**src/rtl/io_input_debounce.sv**
```systemverilog
// Switch/key input conditioning: 2-FF synchronizers, per-bit stability-counter
// debouncers, key press events and 8-bit press counters packed into 32-bit port words.
module io_input_debounce #(
  parameter int N_SW      = 18,
  parameter int N_KEY     = 4,
  parameter int DB_CYCLES = 500000,
  parameter int CNT_W     = 20
) (
  input  logic             io_clk,
  input  logic             resetn,
  input  logic [N_SW-1:0]  sw_raw,
  input  logic [N_KEY-1:0] key_raw_n,
  input  logic             cnt_clr,
  output logic [31:0]      sw_word,
  output logic [31:0]      key_word,
  output logic [31:0]      key_cnt_word,
  output logic [31:0]      key_evt_word
);

  localparam int               N_BIT   = N_SW + N_KEY;
  localparam logic [CNT_W-1:0] DB_LAST = CNT_W'(DB_CYCLES - 1);

  logic [N_SW-1:0]             sw_s1_q;
  logic [N_SW-1:0]             sw_s2_q;
  logic [N_KEY-1:0]            key_s1_q;
  logic [N_KEY-1:0]            key_s2_q;
  logic [N_BIT-1:0]            lvl;
  logic [N_BIT-1:0]            stable_q;
  logic [N_BIT-1:0]            stable_d;
  logic [N_BIT-1:0][CNT_W-1:0] db_cnt_q;
  logic [N_BIT-1:0][CNT_W-1:0] db_cnt_d;
  logic [N_KEY-1:0]            evt_q;
  logic [N_KEY-1:0]            evt_d;
  logic [N_KEY-1:0][7:0]       press_cnt_q;
  logic [N_KEY-1:0][7:0]       press_cnt_d;

  // Key synchronizers reset to the released (high) pin level so that no
  // press is seen while the chain refills after reset.
  always_ff @(posedge io_clk or negedge resetn) begin
    if (!resetn) begin
      sw_s1_q  <= '0;
      sw_s2_q  <= '0;
      key_s1_q <= '1;
      key_s2_q <= '1;
    end else begin
      sw_s1_q  <= sw_raw;
      sw_s2_q  <= sw_s1_q;
      key_s1_q <= key_raw_n;
      key_s2_q <= key_s1_q;
    end
  end

  assign lvl = {~key_s2_q, sw_s2_q};

  always_comb begin
    stable_d = stable_q;
    db_cnt_d = db_cnt_q;
    for (int b = 0; b < N_BIT; b++) begin
      if (lvl[b] == stable_q[b]) begin
        db_cnt_d[b] = '0;
      end else if (db_cnt_q[b] == DB_LAST) begin
        stable_d[b] = lvl[b];
        db_cnt_d[b] = '0;
      end else begin
        db_cnt_d[b] = db_cnt_q[b] + CNT_W'(1);
      end
    end
  end

  // Event is registered alongside the new stable level, so it is high in the
  // first cycle the key reads as pressed.
  assign evt_d = stable_d[N_BIT-1:N_SW] & ~stable_q[N_BIT-1:N_SW];

  always_comb begin
    press_cnt_d = press_cnt_q;
    if (cnt_clr) begin
      press_cnt_d = '0;
    end else begin
      for (int k = 0; k < N_KEY; k++) begin
        if (evt_q[k]) press_cnt_d[k] = press_cnt_q[k] + 8'd1;
      end
    end
  end

  always_ff @(posedge io_clk or negedge resetn) begin
    if (!resetn) begin
      stable_q    <= '0;
      db_cnt_q    <= '0;
      evt_q       <= '0;
      press_cnt_q <= '0;
    end else begin
      stable_q    <= stable_d;
      db_cnt_q    <= db_cnt_d;
      evt_q       <= evt_d;
      press_cnt_q <= press_cnt_d;
    end
  end

  assign sw_word      = 32'(stable_q[N_SW-1:0]);
  assign key_word     = 32'(stable_q[N_BIT-1:N_SW]);
  assign key_cnt_word = 32'(press_cnt_q);
  assign key_evt_word = 32'(evt_q);

endmodule

```
**config.mk**
```make
export PLATFORM = sky130hd
export DESIGN_NAME = io_input_debounce
export DESIGN_NICKNAME = d
export VERILOG_FILES = /design/src/rtl/io_input_debounce.sv
export SDC_FILE = /design/constraint.sdc
export NUM_CORES = 1
export LEC_CHECK = 0
export CORE_UTILIZATION = 52
export CTS_CLUSTER_DIAMETER = 80
export DETAILED_ROUTE_END_ITERATION = 8
export PLACE_DENSITY = 0.71
export SLEW_MARGIN = 10
export SYNTH_ARGS = -nofsm -noshare
export SYNTH_HDL_FRONTEND = slang
export SYNTH_SLANG_ARGS = --single-unit
```
**constraint.sdc**
```tcl
create_clock -name io_clk -period 4.1 [get_ports io_clk]
set_input_delay 0.82 -clock io_clk [delete_from_list [all_inputs] [get_ports io_clk]]
set_output_delay 0.82 -clock io_clk [all_outputs]
set_load 0.05 [all_outputs]
```
Word-level counts from Yosys, hierarchy flattened
Index checks and enable logic that the tools add are counted.
- register bits after elaboration: 542
- input port bits: 25
- output and inout port bits: 128
- word-level logic and storage cells: 220
- add/subtract/negate cells: 26
- equal/unequal tests: 44
- multiplexer cells: 57
- bitwise gates (word level): 21
- reduce and logical (&&, ||, !) cells: 22
- operators with widths (kind ; number):
    two-way mux 20 bit ; 44
    adder 20 x 1 -> 20 bit, second input constant ; 22
    equality test 20 x 19 -> 1 bit, second input constant ; 22
    AND reduction 2 bit ; 18
    adder 8 x 1 -> 8 bit, second input constant ; 4
    two-way mux 32 bit ; 1
    two-way mux 8 bit ; 4
    equality test 1 bit ; 22
    NOT 1 bit ; 18
    two-way mux 1 bit ; 8
    NOT 4 bit ; 2
    nonzero test 2 bit ; 4
    bitwise AND 4 bit ; 1

Depth between registers and ports, before layout
Gate-level depths: netlist of the first run.
- depth in word-level cells: 4
- depth in mapped cells: 7
- depth with buffers taken out: 5

Worst setup path after synthesis of the first run
No wires, ideal clock.
- path type: register to register
- from: reg db_cnt_q[340] (netlist bit)
- to: reg db_cnt_q[347] (netlist bit)
- library setup time: 0.122 ns
- data arrival time: 1.861 ns
- required time: 3.978 ns
- path slack: 2.118 ns
- stages on the path, launching flop included: 6
- path buffers: 1
- clock period less this slack: 1.982 ns
- cells stage by stage: dfrtp_1 -> ha_1 -> nand4_1 -> o41ai_2 -> buf_2 -> nor2_1
- RTL lines (what ; line ; source):
    start, declared ; 30 ; logic [N_BIT-1:0][CNT_W-1:0] db_cnt_q;
    start signal, assigned ; 93 ; db_cnt_q <= db_cnt_d;

Final worst setup path of the first run
- from: reg evt_q[3]
- to: out key_evt_word[3]
- RTL lines (what ; line ; source):
    start, declared ; 32 ; logic [N_KEY-1:0] evt_q;
    start signal, assigned ; 94 ; evt_q <= evt_d;
    end, declared ; 17 ; output logic [31:0] key_evt_word
No word-level cell between the ends.

==> results of run 1 <==
-- power breakdown --
part / internal [mW] / switching, mW / total, mW
Clock: 3.05 / 2.15 / 5.20
Sequential: 5.43 / 0.0700 / 5.50
Combinational: 0.105 / 0.371 / 0.476
Total: 8.58 / 2.59 / 11.2
-- state kept, by name, indices dropped and copies added, names as in the netlist --
register      cells
key_s2_q          4
key_s1_q          4
key_cnt_word     32
evt_q             4
db_cnt_q        440
sw_s2_q          18
stable_q         22
sw_s1_q          18
-- cell type report --
class                           count  area, sq um
Timing Repair Buffer               94          991
Inverter                          105          394
Fill cell                        4277        20500
Clock buffer                       67         1530
Clock inverter                     33          362
Multi-Input combinational cell   1944        11900
Sequential cell                   542        13600
Tap cell                          672          841
-- cells by family after synthesis --
family,Yosys count,share of synthesized area
compound gates,232,0.0577
xor+xnor,338,0.112
fa+ha+maj,26,0.0123
buf+inv,232,0.0442
flops,542,0.515
mux,29,0.0119
other cells,1,0.000142
simple gates,1249,0.246
-- worst reg2reg max path, cell delays in order, from the launching register on --
cell	delay [ns]
dfrtp_1	0.42
ha_1	0.23
nand4_1	0.31
o41ai_2	0.90
buf_4	0.30
a21oi_1	0.07
-- worst min path at each step --
stage	depth (start not counted)	end	from	slack [ns]
after detailed placement	0	sw_s2_q[11]$_DFF_PN0_	sw_s1_q[11]$_DFF_PN0_	0.33
final	1	db_cnt_q[257]$_DFF_PN0_	resetn	0.27
after global placement	0	sw_s2_q[16]$_DFF_PN0_	sw_s1_q[16]$_DFF_PN0_	0.33
after floorplan	0	sw_s2_q[0]$_DFF_PN0_	sw_s1_q[0]$_DFF_PN0_	0.33
after global routing	1	db_cnt_q[257]$_DFF_PN0_	resetn	0.31
after CTS	1	db_cnt_q[255]$_DFF_PN0_	resetn	0.27
-- stage by stage --
step | cell area, sq um | util | setup WS (ns) | std cells
6_report | 29600 | 0.591 | 1.28 | 3457
4_1_cts | 29600 | 0.591 | 1.23 | 3457
3_5_place_dp | 27700 | 0.553 | 1.68 | 3357
2_1_floorplan | 26600 | - | 2.12 | 2718
5_1_grt | 29600 | 0.591 | 1.22 | 3457
3_3_place_gp | 27700 | 0.553 | 1.77 | 3357
-- placed cells by master, fill, tap and decap left out, types with 18 or more instances in the layout --
master             n
a21oi_1          104
o31ai_1           39
xnor2_1          232
xor2_1           106
ha_1              26
nand4_1          141
nor4_1            84
or4_1             57
and4_1            28
inv_1            105
or3_1             59
conb_1            70
nand2_1          122
nor2_1           419
nor3_1            87
nor4b_1           25
mux2_2            18
dfrtp_1          534
nand3_1          155
clkbuf_16         57
o21ai_0           47
clkdlybuf4s50_1   81
-- per-layer routing --
| metal | global-route usage | vias to the layer above |
|---|---|---|
| met5 | 0 | - |
| met4 | 0.0587 | 0 |
| met3 | 0.0339 | 75 |
| met2 | 0.327 | 331 |
| met1 | 0.262 | 9437 |
| li1 | - | 9416 |
==> run_results.csv, run 1 <==
group,metric,value,unit
sta,final_hold_viol_count,0,
setup_path,timing.rr.end,"db_cnt_q[375]$_DFF_PN0_",
sta,report.final.setup_viol,0,
final_layout,areaGrowthSynthToFinish,12.3,%
setup_path,crit_path_start,"evt_q[3]$_DFF_PN0_",
synthesis,ys_seq_area_frac,0.515,
status,outcome,"finished, final reports clean",
clock_tree,cts_resized,0,
route,wl_met1,22700,um
route,drt-pass1-iter-count,5,
route,drc,0,
floorplanning,die_width,227,um
clock_tree,root_buffer,"clkbuf_16",
global_route,grt_pass1_vias,18833,
route,drt-initial-drc-count,1103,
setup_path,start_kind,"flip-flop",
floorplanning,die_y,227,um
clock_tree,cts_tree,"yes",
final_layout,layout-drive-gt1-share,0.0686,
floorplanning,rows,82,
route,vias,19259,
synthesis,async_flop_share,1.00,
route,wl_met3,2070,um
min_path,hp-class,"input port to async pin",
setup_path,timing.rr.start,"db_cnt_q[360]$_DFF_PN0_",
route,final_antenna_net_count,0,
clock_tree,clk_latency,0.61,ns
sta,final_period_minus_worst_setup_slack,2.82,ns
clock_tree,ctsHoldBuffers,0,
global_route,grt_max_degree,96,
place,port_buffers,82,
final_layout,final_nets,2794,
flow_run,maxCapViolations,0,
route,wl,49300,um
clock_tree,post_cts_buffers,0,
setup_path,crit_buf_inv,1,
setup_path,cp.depth,1,
sta,timing.fmax,355,MHz
route,avgRoutedWirePerCell,14.3,um
pwr,total_power,11.2,mW
synthesis,synth-seq-cells,542,
pwr,p_per_area,378,nW/um^2
place,gp_congestion,0.850,
clock_tree,clock_path_buffers,3,
sta,whs,0.274,ns
clock_tree,cts_htree_levels,2,
setup_path,worstSetupEndpoint,"key_evt_word[3]",
sta,slew_viol_final,0,
setup_path,cp_slowest_cell,"clkdlybuf4s50_1",
setup_path,end_kind,"output pin",
setup_path,reg2regPathDepth,5,
setup_path,criticalPathCategory,"flip-flop to output pin",
clock_tree,path_clk_slew,0.06,ns
global_route,antenna_found_initial,0,
synthesis,synth-edff-count,0,
synthesis,syn-cell-area,26400,sq um
sta,slew_headroom,0.190,
final_layout,num_antenna_cells,0,
synthesis,synth_warnings,0,
pwr,p_leak,11.6,nW
setup_path,required,3.28,ns
route,maxUsedRoutingLayer,"met4",
route,viasPerCell,5.57,
synthesis,synth_cell_types,52,
setup_path,arrival,2.00,ns
floorplanning,core,50100,sq um
floorplanning,num_io_pins,153,
sta,setup_tns,0,ns
global_route,grt-ovfl-total,0,
clock_tree,cts_buffers,56,
setup_path,r2r_setup_slack,1.75,ns
clock_tree,cts.sinks,542,
synthesis,syn_area_per_cell,9.95,sq um
floorplanning,dieArea,51600,sq um
route,wl_met2,23600,um
synthesis,synth_top_area_frac,0.507,
sta,skew,0.0220,ns
sta,rsz0062_at_grt,"no",
global_route,track_usage,0.196,
synthesis,syn_inst,2649,
floorplanning,initial_core_util,0.526,
global_route,grt_pass1_wl,86400,um
synthesis,synth_area_leaders,"dfrtp_1, xnor2_1, nor2_1, xor2_1, nand4_1",
synthesis,synth.most_common_cell,"dfrtp_1",
sta,worst_slew_pin_slew,1.21,ns
place,place_hpwl,32800,um
sta,fin_crit_sh,0.688,
setup_path,crit_path_cell_trace,"clkdlybuf4s50_1",
setup_path,crit_family,"buffers and inverters",
synthesis,synth_largest_area_cell,"dfrtp_1",
synthesis,ys.flop_type,"dfrtp_1",
setup_path,cpPeakStageDelay,0.87,ns
pwr,peakVddDrop,0.000293,V
setup_path,worstPathMaxFanout,7,
synthesis,synth_commonest_cells,"dfrtp_1, nor2_1, xnor2_1",
No activity file was read; power rests on OpenSTA's default activity.
==> run 2: changes to the inputs <==
- clock period: 4.1 -> 2.8 ns (I/O delays scaled with it)
==> run_results.csv, run 2 (same netlist as run 1, synthesis figures left out) <==
group,metric,value,unit
pwr,p_seq_frac,0.476,
sta,fin_crit_sh,0.921,
status,outcome,"finished, final reports clean",
setup_path,reg2regPathDepth,5,
sta,report.final.setup_viol,0,
pwr,peakVddDrop,0.000460,V
sta,rsz0062_at_grt,"no",
route,drt-initial-drc-count,1105,
pwr,total_power,16.9,mW
clock_tree,clock_path_buffers,3,
floorplanning,die_y,227,um
pwr,swShare,0.222,
final_layout,final_cells,3490,
min_path,hp-class,"flip-flop to flip-flop",
place,port_buffers,82,
sta,slew_viol_final,0,
pwr,p_int,13.1,mW
final_layout,layout-drive-gt1-share,0.0763,
sta,final_period_minus_worst_setup_slack,2.58,ns
setup_path,cp_slowest_cell,"clkdlybuf4s50_1",
sta,fin_ws,0.220,ns
clock_tree,ctsHoldBuffers,1,
place,dp_cells,3383,
sta,setup_tns,0,ns
pwr,p_sw,3.76,mW
route,drc,0,
min_path,worstHoldStart,"sw_s1_q[5]$_DFF_PN0_",
route,drt-pass1-iter-count,7,
setup_path,arrival,2.02,ns
setup_path,criticalPathCategory,"flip-flop to output pin",
final_layout,regMostFlops,"db_cnt_q",
floorplanning,initial_core_util,0.526,
clock_tree,cts_buffers,57,
clock_tree,post_cts_buffers,0,
final_layout,final_common_cell,"dfrtp_1",
setup_path,worstPathMaxFanout,7,
setup_path,cp.depth,1,
floorplanning,core,50100,sq um
final_layout,largest_reg_flops,440,
setup_path,timing.rr.end,"db_cnt_q[398]$_DFF_PN0_",
floorplanning,dieArea,51600,sq um
min_path,hold-path-endpoint,"sw_s2_q[5]$_DFF_PN0_",
setup_path,r2r_setup_slack,0.63,ns
place,place_ws,0.669,ns
clock_tree,cts_tree,"yes",
clock_tree,root_buffer,"clkbuf_16",
final_layout,layout_common_cells,"dfrtp_1, nor2_1, xnor2_1",
setup_path,start_kind,"flip-flop",
clock_tree,cts_resized,0,
pwr,p_comb_frac,0.043,
floorplanning,num_io_pins,153,
final_layout,final_nets,2822,
route,avgRoutedWirePerCell,14.3,um
global_route,grt_pass1_wl,86300,um
sta,final_hold_viol_count,0,
global_route,grt-ovfl-total,0,
setup_path,end_kind,"output pin",
route,final_antenna_net_count,0,
final_layout,areaGrowthSynthToFinish,13.5,%
pwr,p_leak,11.8,nW
clock_tree,clk_latency,0.61,ns
global_route,grt_max_degree,73,
global_route,grt_pass1_vias,18813,
clock_tree,path_clk_slew,0.06,ns
sta,timing.fmax,388,MHz
sta,worst_slew_pin_slew,0.649,ns
sta,skew,0.0153,ns
setup_path,crit_path_cell_trace,"clkdlybuf4s50_1",
floorplanning,die_width,227,um
setup_path,crit_buf_inv,1,
sta,slew_headroom,0.563,
setup_path,required,2.24,ns
floorplanning,rows,82,
route,viasPerCell,5.51,
place,place_hpwl,33500,um
route,vias,19224,
final_layout,num_antenna_cells,0,
clock_tree,cts.sinks,542,
min_path,min_path_cells,0,
place,gp_congestion,0.845,
global_route,antenna_found_initial,0,
route,wl,49800,um
setup_path,cpPeakStageDelay,0.88,ns
global_route,track_usage,0.197,
setup_path,timing.rr.start,"db_cnt_q[380]$_DFF_PN0_",
flow_run,maxCapViolations,0,
setup_path,crit_family,"buffers and inverters",
clock_tree,cts_htree_levels,2,
pwr,p_per_area,565,nW/um^2
pwr,power_frac_clock,0.481,
[run 2: worst max path at each step]
stage	endpoint	slack [ns]	from
2_1_floorplan	db_cnt_q[347]$_DFF_PN0_	0.82	db_cnt_q[340]$_DFF_PN0_
5_1_grt	key_evt_word[3]	0.18	evt_q[3]$_DFF_PN0_
3_5_place_dp	db_cnt_q[76]$_DFF_PN0_	0.67	db_cnt_q[60]$_DFF_PN0_
3_3_place_gp	db_cnt_q[158]$_DFF_PN0_	0.70	db_cnt_q[140]$_DFF_PN0_
4_1_cts	key_evt_word[3]	0.19	evt_q[3]$_DFF_PN0_
6_report	key_evt_word[3]	0.22	evt_q[3]$_DFF_PN0_
[run 2: per-layer routing]
layer | global-route usage | up-vias | wire [um]
met5 | 0 | - | 0
met4 | 0.0626 | 0 | 982
met3 | 0.0329 | 76 | 1750
met2 | 0.328 | 284 | 23900
met1 | 0.264 | 9369 | 23200
li1 | - | 9495 | -
[run 2: through the flow]
| stage | utilization | area, sq um | hold slack [ns] |
|---|---|---|---|
| after global placement | 0.556 | 27900 | 0.332 |
| after floorplan | - | 26600 | 0.264 |
| final | 0.597 | 29900 | 0.343 |
| after CTS | 0.597 | 29900 | 0.312 |
| after detailed placement | 0.556 | 27900 | 0.335 |
| after global routing | 0.597 | 29900 | 0.324 |
[run 2: power by group through the flow]
| stage | Clock, mW | Sequential (mW) | Combinational, mW |
|---|---|---|---|
| after CTS | 8.37 | 8.05 | 0.744 |
| final | 8.13 | 8.05 | 0.723 |
| after global placement | 0 | 8.18 | 0.719 |
| after global routing | 8.66 | 8.07 | 0.822 |
| after floorplan | 0 | 8.17 | 0.527 |
| after detailed placement | 0 | 8.19 | 0.739 |
[run 2: cell type report]
| cell class | count | area, sq um |
|---|---|---|
| Clock inverter | 24 | 384 |
| Sequential cell | 542 | 13600 |
| Multi-Input combinational cell | 1944 | 11900 |
| Fill cell | 4200 | 20200 |
| Inverter | 105 | 394 |
| Tap cell | 672 | 841 |
| Clock buffer | 82 | 1660 |
| Timing Repair Buffer | 121 | 1180 |
==> run 3: changes to the inputs <==
- CORE_UTILIZATION: 52 -> 60
- PLACE_DENSITY: 0.71 -> 0.8
- SKIP_LAST_GASP: not set -> 1
==> run_results.csv, run 3 (same netlist as run 1, synthesis figures left out) <==
group,metric,value,unit
global_route,track_usage,0.234,
final_layout,areaGrowthSynthToFinish,12.7,%
setup_path,start_kind,"flip-flop",
sta,final_hold_viol_count,0,
global_route,grt_pass1_vias,19621,
final_layout,num_antenna_cells,0,
setup_path,worstPathMaxFanout,7,
final_layout,final_nets,2815,
setup_path,arrival,1.97,ns
clock_tree,cts_buffers,55,
route,drt-pass1-iter-count,5,
floorplanning,num_io_pins,153,
pwr,p_leak,11.8,nW
floorplanning,initial_core_util,0.610,
min_path,hp-class,"flip-flop to flip-flop",
final_layout,nFillCells,3201,
sta,worst_slew_pin_slew,0.762,ns
sta,rsz0062_at_grt,"no",
final_layout,final_cells,3394,
sta,final_period_minus_worst_setup_slack,2.53,ns
global_route,antenna_found_initial,0,
sta,slew_headroom,0.485,
floorplanning,die_width,212,um
setup_path,timing.rr.start,"db_cnt_q[160]$_DFF_PN0_",
setup_path,end_kind,"output pin",
clock_tree,clk_latency,0.60,ns
sta,slew_viol_final,0,
route,viasPerCell,5.80,
final_layout,final_common_cell,"dfrtp_1",
setup_path,cp_slowest_cell,"clkdlybuf4s50_1",
final_layout,postLayoutCoreUtil,0.688,
route,drt-initial-drc-count,1280,
global_route,grt_max_degree,93,
floorplanning,die_y,212,um
setup_path,crit_buf_inv,1,
flow_run,maxCapViolations,0,
min_path,worstHoldStart,"sw_s1_q[17]$_DFF_PN0_",
sta,report.final.setup_viol,0,
sta,skew,0.0166,ns
clock_tree,root_buffer,"clkbuf_16",
floorplanning,core,43200,sq um
clock_tree,cts_htree_levels,2,
place,gp_congestion,0.848,
pwr,peakVddDrop,0.000642,V
setup_path,crit_family,"buffers and inverters",
floorplanning,dieArea,44800,sq um
final_layout,stdcell_area,29700,sq um
setup_path,crit_path_cell_trace,"clkdlybuf4s50_1",
route,wl,51100,um
route,final_antenna_net_count,0,
setup_path,cpPeakStageDelay,0.89,ns
pwr,p_per_area,557,nW/um^2
global_route,grt-ovfl-total,0,
setup_path,required,2.24,ns
clock_tree,path_clk_slew,0.06,ns
place,place_hpwl,34100,um
place,dp_cells,3291,
clock_tree,cts_tree,"yes",
min_path,min_path_cells,0,
setup_path,timing.rr.end,"db_cnt_q[178]$_DFF_PN0_",
sta,fin_crit_sh,0.904,
final_layout,layout-drive-gt1-share,0.0730,
clock_tree,cts_resized,0,
clock_tree,post_cts_buffers,0,
route,vias,19702,
place,place_area,27800,sq um
global_route,grt_pass1_wl,88900,um
floorplanning,rows,76,
status,outcome,"finished, final reports clean",
min_path,hold-path-endpoint,"sw_s2_q[17]$_DFF_PN0_",
route,drc,0,
final_layout,regMostFlops,"db_cnt_q",
final_layout,layout_common_cells,"dfrtp_1, nor2_1, xnor2_1",
setup_path,r2r_setup_slack,0.57,ns
clock_tree,clock_path_buffers,3,
clock_tree,cts.sinks,542,
final_layout,largest_reg_flops,440,
place,port_buffers,82,
sta,setup_tns,0,ns
sta,timing.fmax,395,MHz
pwr,total_power,16.5,mW
route,avgRoutedWirePerCell,15.1,um
setup_path,criticalPathCategory,"flip-flop to output pin",
setup_path,reg2regPathDepth,5,
[run 3: worst max-delay path by stage]
stage                                  startpoint                       to  slack, ns  cells past startpoint
after floorplan           db_cnt_q[340]$_DFF_PN0_  db_cnt_q[347]$_DFF_PN0_       0.82                      5
after global placement     db_cnt_q[40]$_DFF_PN0_   db_cnt_q[58]$_DFF_PN0_       0.76                      5
after detailed placement  db_cnt_q[160]$_DFF_PN0_  db_cnt_q[178]$_DFF_PN0_       0.63                      5
after CTS                      evt_q[1]$_DFF_PN0_          key_evt_word[1]       0.23                      1
after global routing           evt_q[0]$_DFF_PN0_          key_evt_word[0]       0.22                      1
final                          evt_q[1]$_DFF_PN0_          key_evt_word[1]       0.27                      1
[run 3: final cells by class]
cell class	count	area, sq um	area share
multi-input cells	1944	11900	0.400
flip-flops and latches	542	13600	0.457
clock buffers	76	1570	0.0528
well taps	585	732	0.0246
clock inverters	26	365	0.0123
repair buffers	116	1200	0.0403
inverters	105	394	0.0133
[run 3: timing repair]
item	in CTS	in global routing
endpoints found under the setup margin	0	0
hold buffers	1	0
endpoints found under the hold margin	39	0
[run 3: metal layers]
layer	up-vias	global-route usage	wire (um)
met3	79	0.0404	2470
met2	449	0.405	25600
met5	-	0	0
met4	0	0.0675	898
li1	9484	-	-
met1	9690	0.302	22200
[run 3: through the flow]
step,hold slack [ns],setup slack [ns]
after detailed placement,0.336,0.635
after global routing,0.355,0.222
final,0.347,0.268
after CTS,0.336,0.233
after floorplan,0.264,0.818
after global placement,0.331,0.762
[run 3: where the power goes]
part,switching [mW],internal [mW],leakage (nW),total (mW)
Sequential,0.106,7.95,7.41,8.05
Combinational,0.554,0.177,3.42,0.732
Clock,3.02,4.73,0.946,7.75
Total,3.68,12.9,11.8,16.5
